### src/rtl/iob_gpio_sseg_scan_pkg.sv
`default_nettype none
// ============================================================================
// Module : iob_gpio_sseg_scan_pkg
// Desc   : Shared state encoding and counter-width helper for the scanner.
// Rev    : 1.0  initial release
// ============================================================================
package iob_gpio_sseg_scan_pkg;

  typedef enum logic [1:0] {
    ST_IDLE  = 2'd0,
    ST_LOAD  = 2'd1,
    ST_ON    = 2'd2,
    ST_BLANK = 2'd3
  } sseg_state_t;

  // Width able to hold 0..n-1, never narrower than one bit.
  function automatic int unsigned cnt_width(input int unsigned n);
    return (n > 1) ? $clog2(n) : 1;
  endfunction

endpackage
`default_nettype wire

### src/rtl/iob_gpio_sseg_slot_timer.sv
`default_nettype none
// ============================================================================
// Module : iob_gpio_sseg_slot_timer
// Desc   : Per-digit slot counter and digit index with slot/frame end flags.
// Rev    : 1.0  initial release
// ============================================================================
module iob_gpio_sseg_slot_timer
  import iob_gpio_sseg_scan_pkg::*;
#(
  parameter int unsigned N_DIGITS = 4,
  parameter int unsigned PRESCALE = 50000,
  parameter int unsigned CNT_W    = cnt_width(PRESCALE),
  parameter int unsigned IDX_W    = cnt_width(N_DIGITS)
) (
  input  logic             clk,
  input  logic             arst_n,
  input  logic             i_run,
  output logic [CNT_W-1:0] o_slot_cnt,
  output logic [IDX_W-1:0] o_digit_nxt,
  output logic             o_slot_end,
  output logic             o_frame_end
);

  localparam logic [CNT_W-1:0] C_CNT_LAST = CNT_W'(PRESCALE - 1);
  localparam logic [IDX_W-1:0] C_IDX_LAST = IDX_W'(N_DIGITS - 1);

  logic [CNT_W-1:0] r_slot_cnt;
  logic [IDX_W-1:0] r_digit_idx;
  logic [CNT_W-1:0] w_cnt_nxt;
  logic [IDX_W-1:0] w_idx_nxt;

  assign o_slot_end  = (r_slot_cnt == C_CNT_LAST);
  assign o_frame_end = o_slot_end && (r_digit_idx == C_IDX_LAST);
  assign o_slot_cnt  = r_slot_cnt;
  assign o_digit_nxt = w_idx_nxt;

  // Counters collapse to zero whenever the scan is not in a lit/dark slot.
  always_comb begin
    w_cnt_nxt = '0;
    w_idx_nxt = '0;
    if (i_run) begin
      if (o_slot_end) begin
        w_idx_nxt = (r_digit_idx == C_IDX_LAST) ? '0 : r_digit_idx + 1'b1;
      end else begin
        w_cnt_nxt = r_slot_cnt + 1'b1;
        w_idx_nxt = r_digit_idx;
      end
    end
  end

  always_ff @(posedge clk or negedge arst_n) begin
    if (!arst_n) begin
      r_slot_cnt  <= '0;
      r_digit_idx <= '0;
    end else begin
      r_slot_cnt  <= w_cnt_nxt;
      r_digit_idx <= w_idx_nxt;
    end
  end

endmodule
`default_nettype wire

### src/rtl/iob_gpio_sseg_scan.sv
`default_nettype none
// ============================================================================
// Module : iob_gpio_sseg_scan
// Desc   : Time-multiplexed seven-segment scanner with PWM brightness.
// Rev    : 1.0  initial release
// ============================================================================
module iob_gpio_sseg_scan
  import iob_gpio_sseg_scan_pkg::*;
#(
  parameter int unsigned N_DIGITS     = 4,
  parameter int unsigned SEG_W        = 8,
  parameter int unsigned PRESCALE     = 50000,
  parameter int unsigned BLANK_CYCLES = 64
) (
  input  logic                      clk,
  input  logic                      arst_n,
  input  logic                      en,
  input  logic [N_DIGITS*SEG_W-1:0] seg_pattern,
  input  logic [7:0]                brightness,
  output logic [SEG_W-1:0]          seg_out,
  output logic [N_DIGITS-1:0]       an_out,
  output logic                      frame_done
);

  localparam int unsigned C_CNT_W  = cnt_width(PRESCALE);
  localparam int unsigned C_IDX_W  = cnt_width(N_DIGITS);
  localparam int unsigned C_PROD_W = C_CNT_W + 9;
  localparam logic [C_PROD_W-1:0] C_SPAN = C_PROD_W'(PRESCALE - BLANK_CYCLES);

  sseg_state_t               r_state;
  sseg_state_t               w_state_nxt;
  logic [N_DIGITS*SEG_W-1:0] r_seg_shadow;
  logic [C_CNT_W-1:0]        r_on_len;
  logic [C_CNT_W-1:0]        w_on_len;
  logic [C_PROD_W-1:0]       w_bright_p1;
  logic [C_CNT_W-1:0]        w_slot_cnt;
  logic [C_IDX_W-1:0]        w_digit_nxt;
  logic                      w_slot_end;
  logic                      w_frame_end;
  logic                      w_run;
  logic                      w_on_last;
  logic [N_DIGITS*SEG_W-1:0] w_seg_src;
  logic [SEG_W-1:0]          w_slice;
  logic [SEG_W-1:0]          w_seg_nxt;
  logic [N_DIGITS-1:0]       w_an_nxt;
  logic [SEG_W-1:0]          r_seg_out;
  logic [N_DIGITS-1:0]       r_an_out;
  logic                      r_frame_done;

  assign w_bright_p1 = C_PROD_W'({1'b0, brightness}) + C_PROD_W'(1);
  assign w_on_len    = C_CNT_W'((C_SPAN * w_bright_p1) >> 8);
  assign w_run       = en && ((r_state == ST_ON) || (r_state == ST_BLANK));
  assign w_on_last   = (w_slot_cnt == r_on_len - 1'b1);

  iob_gpio_sseg_slot_timer #(
    .N_DIGITS (N_DIGITS),
    .PRESCALE (PRESCALE),
    .CNT_W    (C_CNT_W),
    .IDX_W    (C_IDX_W)
  ) u_slot_timer (
    .clk         (clk),
    .arst_n      (arst_n),
    .i_run       (w_run),
    .o_slot_cnt  (w_slot_cnt),
    .o_digit_nxt (w_digit_nxt),
    .o_slot_end  (w_slot_end),
    .o_frame_end (w_frame_end)
  );

  always_comb begin
    w_state_nxt = r_state;
    case (r_state)
      ST_IDLE:  if (en) w_state_nxt = ST_LOAD;
      ST_LOAD:  w_state_nxt = (w_on_len == '0) ? ST_BLANK : ST_ON;
      ST_ON:    if (w_on_last) w_state_nxt = ST_BLANK;
      ST_BLANK: begin
        if (w_frame_end) begin
          w_state_nxt = ST_LOAD;
        end else if (w_slot_end) begin
          // A zero duty keeps every slot dark instead of flashing one cycle.
          w_state_nxt = (r_on_len == '0) ? ST_BLANK : ST_ON;
        end
      end
      default:  w_state_nxt = ST_IDLE;
    endcase
    if (!en) w_state_nxt = ST_IDLE;
  end

  // During LOAD the shadow is being written, so digit 0 reads the live word.
  assign w_seg_src = (r_state == ST_LOAD) ? seg_pattern : r_seg_shadow;
  assign w_slice   = w_seg_src[w_digit_nxt*SEG_W +: SEG_W];

  always_comb begin
    w_seg_nxt = '1;
    w_an_nxt  = '1;
    if (w_state_nxt == ST_ON) begin
      w_seg_nxt = ~w_slice;
      w_an_nxt  = ~(N_DIGITS'(1) << w_digit_nxt);
    end
  end

  always_ff @(posedge clk or negedge arst_n) begin
    if (!arst_n) begin
      r_state      <= ST_IDLE;
      r_seg_shadow <= '0;
      r_on_len     <= '0;
      r_seg_out    <= '1;
      r_an_out     <= '1;
      r_frame_done <= 1'b0;
    end else begin
      r_state      <= w_state_nxt;
      if (r_state == ST_LOAD) begin
        r_seg_shadow <= seg_pattern;
        r_on_len     <= w_on_len;
      end
      r_seg_out    <= w_seg_nxt;
      r_an_out     <= w_an_nxt;
      r_frame_done <= (w_state_nxt == ST_LOAD) && (r_state == ST_BLANK);
    end
  end

  assign seg_out    = r_seg_out;
  assign an_out     = r_an_out;
  assign frame_done = r_frame_done;

endmodule
`default_nettype wire
### config.mk
export PLATFORM = sky130hd
export DESIGN_NAME = iob_gpio_sseg_scan
export DESIGN_NICKNAME = d
export VERILOG_FILES = /design/src/rtl/iob_gpio_sseg_scan_pkg.sv /design/src/rtl/iob_gpio_sseg_slot_timer.sv /design/src/rtl/iob_gpio_sseg_scan.sv
export SDC_FILE = /design/constraint.sdc
export NUM_CORES = 1
export LEC_CHECK = 0
export ABC_AREA = 1
export ABC_CLOCK_PERIOD_IN_PS = 1700
export CORE_ASPECT_RATIO = 1.1
export CORE_MARGIN = 4
export CORE_UTILIZATION = 53
export CTS_CLUSTER_DIAMETER = 40
export DETAILED_ROUTE_END_ITERATION = 10
export PLACE_DENSITY = 0.78
export SYNTH_ARGS = -nofsm -noshare
export SYNTH_HDL_FRONTEND = slang
export SYNTH_SLANG_ARGS = --single-unit
export TNS_END_PERCENT = 5
### constraint.sdc
create_clock -name clk -period 1.7 [get_ports clk]
set_input_delay 0.34 -clock clk [delete_from_list [all_inputs] [get_ports clk]]
set_output_delay 0.34 -clock clk [all_outputs]
set_load 0.1 [all_outputs]
# --- After elaboration in Yosys (flattened, before gate mapping) ---
# Index checks and enable logic that the tools add are counted.
totals:
  reg_bits: 81
  in_bits: 43
  out_inout_bits: 13
  wordCells: 47
op_classes:
  n_addsub: 4
  n_mul: 1
  n_eq_ne: 8
  n_shift: 2
  mux: 15
  n_bitwise: 2
  reduce_logical: 7
ops:
  columns: ["cell", "n"]
  rows:
  - ["16-bit logical NOT", 2]
  - ["16-bit 2-to-1 mux", 2]
  - ["32-bit 2-to-1 mux", 1]
  - ["32-bit by 6-bit indexed part select with 8-bit output", 1]
  - ["12-bit by 9-bit multiplier with 20-bit output, first input constant", 1]
  - ["16-bit by 1-bit adder with 16-bit output, second input constant", 1]
  - ["16-bit equality test", 1]
  - ["16-bit equality test, second input constant", 1]
  - ["16-bit by 1-bit subtractor with 16-bit output, second input constant", 1]
  - ["2-bit 2-to-1 mux", 7]
  - ["8-bit by 1-bit adder with 9-bit output, second input constant", 1]
  - ["2-bit equality test, second input constant", 4]
  - ["8-bit 2-to-1 mux", 1]
  - ["8-bit inverter", 1]
  - ["2-bit case mux with 4 select lines", 1]
  - ["2-bit by 1-bit equality test with 1-bit output, second input constant", 2]
  - ["4-bit 2-to-1 mux", 1]
  - ["4-bit inverter", 1]
  - ["1-bit by 2-bit << shifter with 4-bit output, first input constant", 1]
  - ["1-bit logical AND", 3]
  - ["2-bit by 1-bit adder with 2-bit output, second input constant", 1]
  - ["2-bit logical NOT", 1]
  - ["1-bit 2-to-1 mux", 2]
  - ["1-bit logical OR", 1]

# --- Logic depth before layout (Yosys ltp) ---
depth:
  depth_word: 8
  depth_mapped: 27
  ltp_nobuf: 27

# --- Modules after synthesis ---
# A second synthesis with hierarchy kept.
hier_totals:
  hier_cells: 804
  hier_area_um2: 5830.6
modules_own_cells:
  columns: ["module", "n_inst", "cells_each", "area_per_inst_um2", "seq_area_each_um2"]
  rows:
  - ["iob_gpio_sseg_scan", 1, 666, 4790.8, 1591.5]
  - ["iob_gpio_sseg_slot_timer", 1, 138, 1039.7, 450.4]

# --- Least setup slack after synthesis ---
# Ideal clock, no wire load.
synth_timing:
  path_type: "input port to flip-flop"
  startpoint: "input port brightness[0]"
  endpoint: "register r_seg_out[1] (netlist: seg_out[1])"
  setup_ns: 0.067
  t_arrival_ns: 3.795
  setup_slack_ns: -2.162
  cell_stages: 21
  n_path_buf: 2
  cell_sequence: "clkbuf_2 nand3_2 nor3_4 xor2_1 ha_1 ha_1 inv_1 fa_1 inv_1 fa_1 ha_1 a21oi_1 nor2_1 nor2_1 nand3_1 nand2_1 nand2_1 nor2_1 nand4_2 buf_6 nand4_1"
synth_via:
  elab_chain_len: 8
synth_lines:
  columns: ["element", "line_no", "rtl"]
  rows:
  - ["start: declaration", "iob_gpio_sseg_scan.sv:19", "input logic [7:0] brightness,"]
  - ["8-bit by 1-bit adder with 9-bit output", "iob_gpio_sseg_scan.sv:50", "assign w_bright_p1 = C_PROD_W'({1'b0, brightness}) + C_PROD_W'(1);"]
  - ["12-bit by 9-bit multiplier with 20-bit output", "iob_gpio_sseg_scan.sv:51", "assign w_on_len = C_CNT_W'((C_SPAN * w_bright_p1) >> 8);"]
  - ["16-bit logical NOT", "iob_gpio_sseg_scan.sv:74", "ST_LOAD: w_state_nxt = (w_on_len == '0) ? ST_BLANK : ST_ON;"]
  - ["1-bit 2-to-1 mux", "iob_gpio_sseg_scan.sv:74", null]
  - ["2-bit case mux with 4 select lines", "iob_gpio_sseg_scan.sv:72", "case (r_state)"]
  - ["2-bit 2-to-1 mux", "iob_gpio_sseg_scan.sv:86", "if (!en) w_state_nxt = ST_IDLE;"]
  - ["2-bit equality test", "iob_gpio_sseg_scan.sv:96", "if (w_state_nxt == ST_ON) begin"]
  - ["8-bit 2-to-1 mux", "iob_gpio_sseg_scan.sv:96", null]
  - ["net w_seg_nxt[1]", "iob_gpio_sseg_scan.sv:44", "logic [SEG_W-1:0] w_seg_nxt;"]
  - ["end signal: assignment", "iob_gpio_sseg_scan.sv:116", "r_seg_out <= w_seg_nxt;"]
  - ["end: declaration", "iob_gpio_sseg_scan.sv:46", "logic [SEG_W-1:0] r_seg_out;"]
# The timed path passes the listed nets, and every way through them passes these cells.
# A chain may end at the register's enable or synchronous reset.

# --- Worst setup path after layout ---
layout_timing:
  startpoint: "input port brightness[0]"
  endpoint: "register r_seg_out[5] (netlist: seg_out[5])"
# Same word-level chain as after synthesis.

==> run metrics <==
status finished with violations; failing checks hold timing, setup timing; cell area after synthesis 5940 um^2; Hold Vio Cnt, Final 5; Max-Slew Margin vs Limit 71.5%; IO buf count 55; largest family of logic cells by synthesized area simple AND/OR/NAND/NOR gates; Critical Path RT 1.98 ns; Post-CTS Hold Buffers 0; maximum vdd drop 0.000602 V; largest net degree at the start of global routing 82; Die W 109 um; Nets 1,126; Remaining Overflow, GRT 0; die area 13,000 um^2; mean post-synth cell area 7.21 um^2; Netlist cell types 42; CTS buffer count 9; Setup-failing EPs final 37; vias per cell 5.29; Clock Pin Slew Worst Setup and Hold Paths 0.07 ns; top-area cell type share of the netlist area 29.1%; CTS Sinks 81; crit path launch type input port; class of the most critical setup path input port to register; Syn Inst Count 824; Period Utilization, post-route 222%; Slew Viols, Final 0; Yosys reg bits 81; asr flop ratio synth 100%; WHS -0.00134 ns; Worst Path Arrival 4.05 ns; initial drt markers 409; DIE HEIGHT 119 um; share of post-route cells with drive strength above 1 30.9%; Residual DRC 0; main flop type after synthesis dfrtp_1; proportion of synthesized area in mux cells 0%; Pre-antenna DRT Iters 5; Crit. End Element register; CTS tree built; max_cap viols 0; vias in the first global route 6,139; adder-cell share of the synthesized area 13.1%; final antenna-violating net count 0; minimum clock period 3.77 ns; HP Class input port to async pin; post-synth net total 924; setup ws final -2.07 ns; hpwl dp 12.0 mm; Ports 56; htree depth 3; Slew @ Worst Pin 0.428 ns; Max clock buf depth 2; Ys Warns 0; register area share after synthesis 34.4%; area leader, netlist dfrtp_1; global-route wire length before repair 27.6 mm; static leakage 4.53 nW; Highest Clock Rate 0.265 GHz; Area contributors post-synth dfrtp_1 29%, nand2_1 20%, ha_1 10%, dfstp_2 5.3%, inv_1 5.1%; Inserted Diodes 0; Clock Tree Root clkbuf_16; utilization after layout 80.0%; PwrDens 1060 nW/um^2; initial antenna violation count 0; Core Box Area 11,000 um^2; clk_lat worst skew 0.35 ns; Synth Area in Simple Gates 36.9%; row count 40; Max Fanout on Critical Path 6; number of enable flip-flop cells after synthesis 0; Post-Place Setup Slack -2.94 ns; via count 6,236; Synth Area in XOR/XNOR 3.54%; GPL Wtd Cong 0.863; gr usage total 26.8%; DR WL/cell 15.2 um; Initial Utilization 54.2%; clk_skew 0.0127 ns; area delta synth->final 47.7%; RSZ-0062 raised after global routing true; compound-cell area share of the yosys netlist 4.61%; Post-Route WL 17.9 mm
[state kept, by name, indices dropped and copies added, names as in the netlist]
name,count
seg_out,8
r_on_len,16
an_out,4
frame_done,1
r_seg_shadow,32
u_slot_timer.r_digit_idx,2
r_state,2
u_slot_timer.o_slot_cnt,16
[critical path, stage by stage]
cell	delay, ns
buf_8	0.08
buf_6	0.09
nand3_4	0.07
nor3_4	0.20
buf_6	0.14
xor2_4	0.22
xnor2_2	0.15
inv_2	0.06
ha_4	0.16
inv_2	0.07
fa_1	0.44
inv_2	0.10
fa_1	0.46
ha_4	0.27
a21oi_2	0.17
nand2_1	0.09
nand2_1	0.09
nand3_1	0.08
nand2_1	0.08
nand2_1	0.09
nor2_2	0.16
nand4_4	0.16
buf_6	0.18
nand4_1	0.09
[routing by layer]
| layer | global-route usage, % | vias up | wire [um] |
|---|---|---|---|
| met3 | 4.88 | 56 | 966 |
| li1 | - | 3028 | - |
| met1 | 31.8 | 2922 | 6860 |
| met4 | 10.5 | 0 | 734 |
| met2 | 47.2 | 230 | 9310 |
| met5 | 0 | - | 0 |
[cells by family after synthesis]
kind of cell | Yosys count
buffers and inverters | 106
and+or+nand+nor | 510
xor gates and xnor gates | 24
adders and majority gates | 57
DFF | 81
AOI/OAI and AO/OA | 46
[through the flow]
step	cells	area [um^2]	TNS [ns]	power, mW
5_1_grt	1178	8770	-54.56	9.92
3_5_place_dp	1154	7940	-75.32	6.65
6_report	1178	8770	-49.37	9.29
4_1_cts	1175	8480	-47.71	8.89
2_1_floorplan	824	6030	-47.85	4.97
3_3_place_gp	1154	7940	-71.38	6.50
[synth_stat cells, types with 2 or more instances]
| cell | n |
|---|---|
| o21a_1 | 2 |
| o21bai_1 | 2 |
| nand3b_1 | 3 |
| nand2_2 | 7 |
| a31oi_1 | 6 |
| nand4_1 | 25 |
| dfstp_2 | 12 |
| buf_2 | 4 |
| o21ai_0 | 16 |
| a21oi_1 | 14 |
| nor3_1 | 8 |
| inv_2 | 4 |
| buf_4 | 2 |
| nor4_1 | 2 |
| ha_1 | 48 |
| nor2_2 | 7 |
| or2_2 | 4 |
| fa_1 | 9 |
| inv_1 | 80 |
| nand3_2 | 2 |
| buf_6 | 4 |
| nand3_1 | 52 |
| nor3b_1 | 2 |
| a21o_1 | 2 |
| clkbuf_1 | 10 |
| nand2_1 | 317 |
| nor2_1 | 75 |
| xor2_1 | 15 |
| xnor2_1 | 9 |
| dfrtp_1 | 69 |
[repair_timing]
action,4_1_cts,5_1_grt
buffers inserted,4,3
gates cloned,1,0
pin swaps,31,24
setup endpoints to repair,37,40
resized for setup,79,55
[worst paths after layout]
kind | slack [ns] | to | start | depth (start not counted)
min reg2reg | 0.47 | r_seg_shadow[25] | r_seg_shadow[25] | 2
max | -2.07 | seg_out[5] | brightness[0] | 24
min | -0.001 | u_slot_timer.o_slot_cnt[7] | arst_n | 2
min in group clk | 0.47 | r_seg_shadow[25] | r_seg_shadow[25] | 2
max in group asynchronous | 1.32 | seg_out[3] | arst_n | 2
max reg2reg | -0.38 | seg_out[7] | u_slot_timer.o_slot_cnt[0] | 11
[cell usage in the layout, fill, tap and decap left out, types with 4 or more instances in the layout]
| master | count |
|---|---|
| a21oi_1 | 10 |
| nor2_2 | 14 |
| buf_12 | 17 |
| nand2_2 | 25 |
| nand3_1 | 50 |
| or2_2 | 4 |
| buf_2 | 4 |
| xor2_1 | 12 |
| inv_6 | 4 |
| xnor2_1 | 7 |
| nand2_1 | 296 |
| clkbuf_16 | 9 |
| dfrtp_1 | 69 |
| a31oi_1 | 6 |
| nor3_1 | 6 |
| ha_4 | 23 |
| buf_6 | 6 |
| nand4_1 | 25 |
| nor2_1 | 65 |
| fa_1 | 6 |
| ha_1 | 23 |
| o21ai_1 | 4 |
| o21ai_0 | 12 |
| inv_2 | 10 |
| buf_4 | 150 |
| dfstp_2 | 12 |
| inv_1 | 72 |
| clkdlybuf4s50_1 | 33 |
[area by class of cell]
class	count	area, um^2
fillers	679	2190
clock inverters	7	83.8
multi-input cells	637	4000
clock buffers	9	225
well taps	147	184
repair buffers	212	1910
inverters	85	324
flip-flops and latches	81	2040
[report_power, final]
group / total [mW] / internal [mW] / switching (mW)
Clock: 2.03 / 1.17 / 0.864
Sequential: 2.59 / 2.34 / 0.252
Combinational: 4.67 / 2.17 / 2.50
Note: power is estimated with default switching activity, not from simulation.
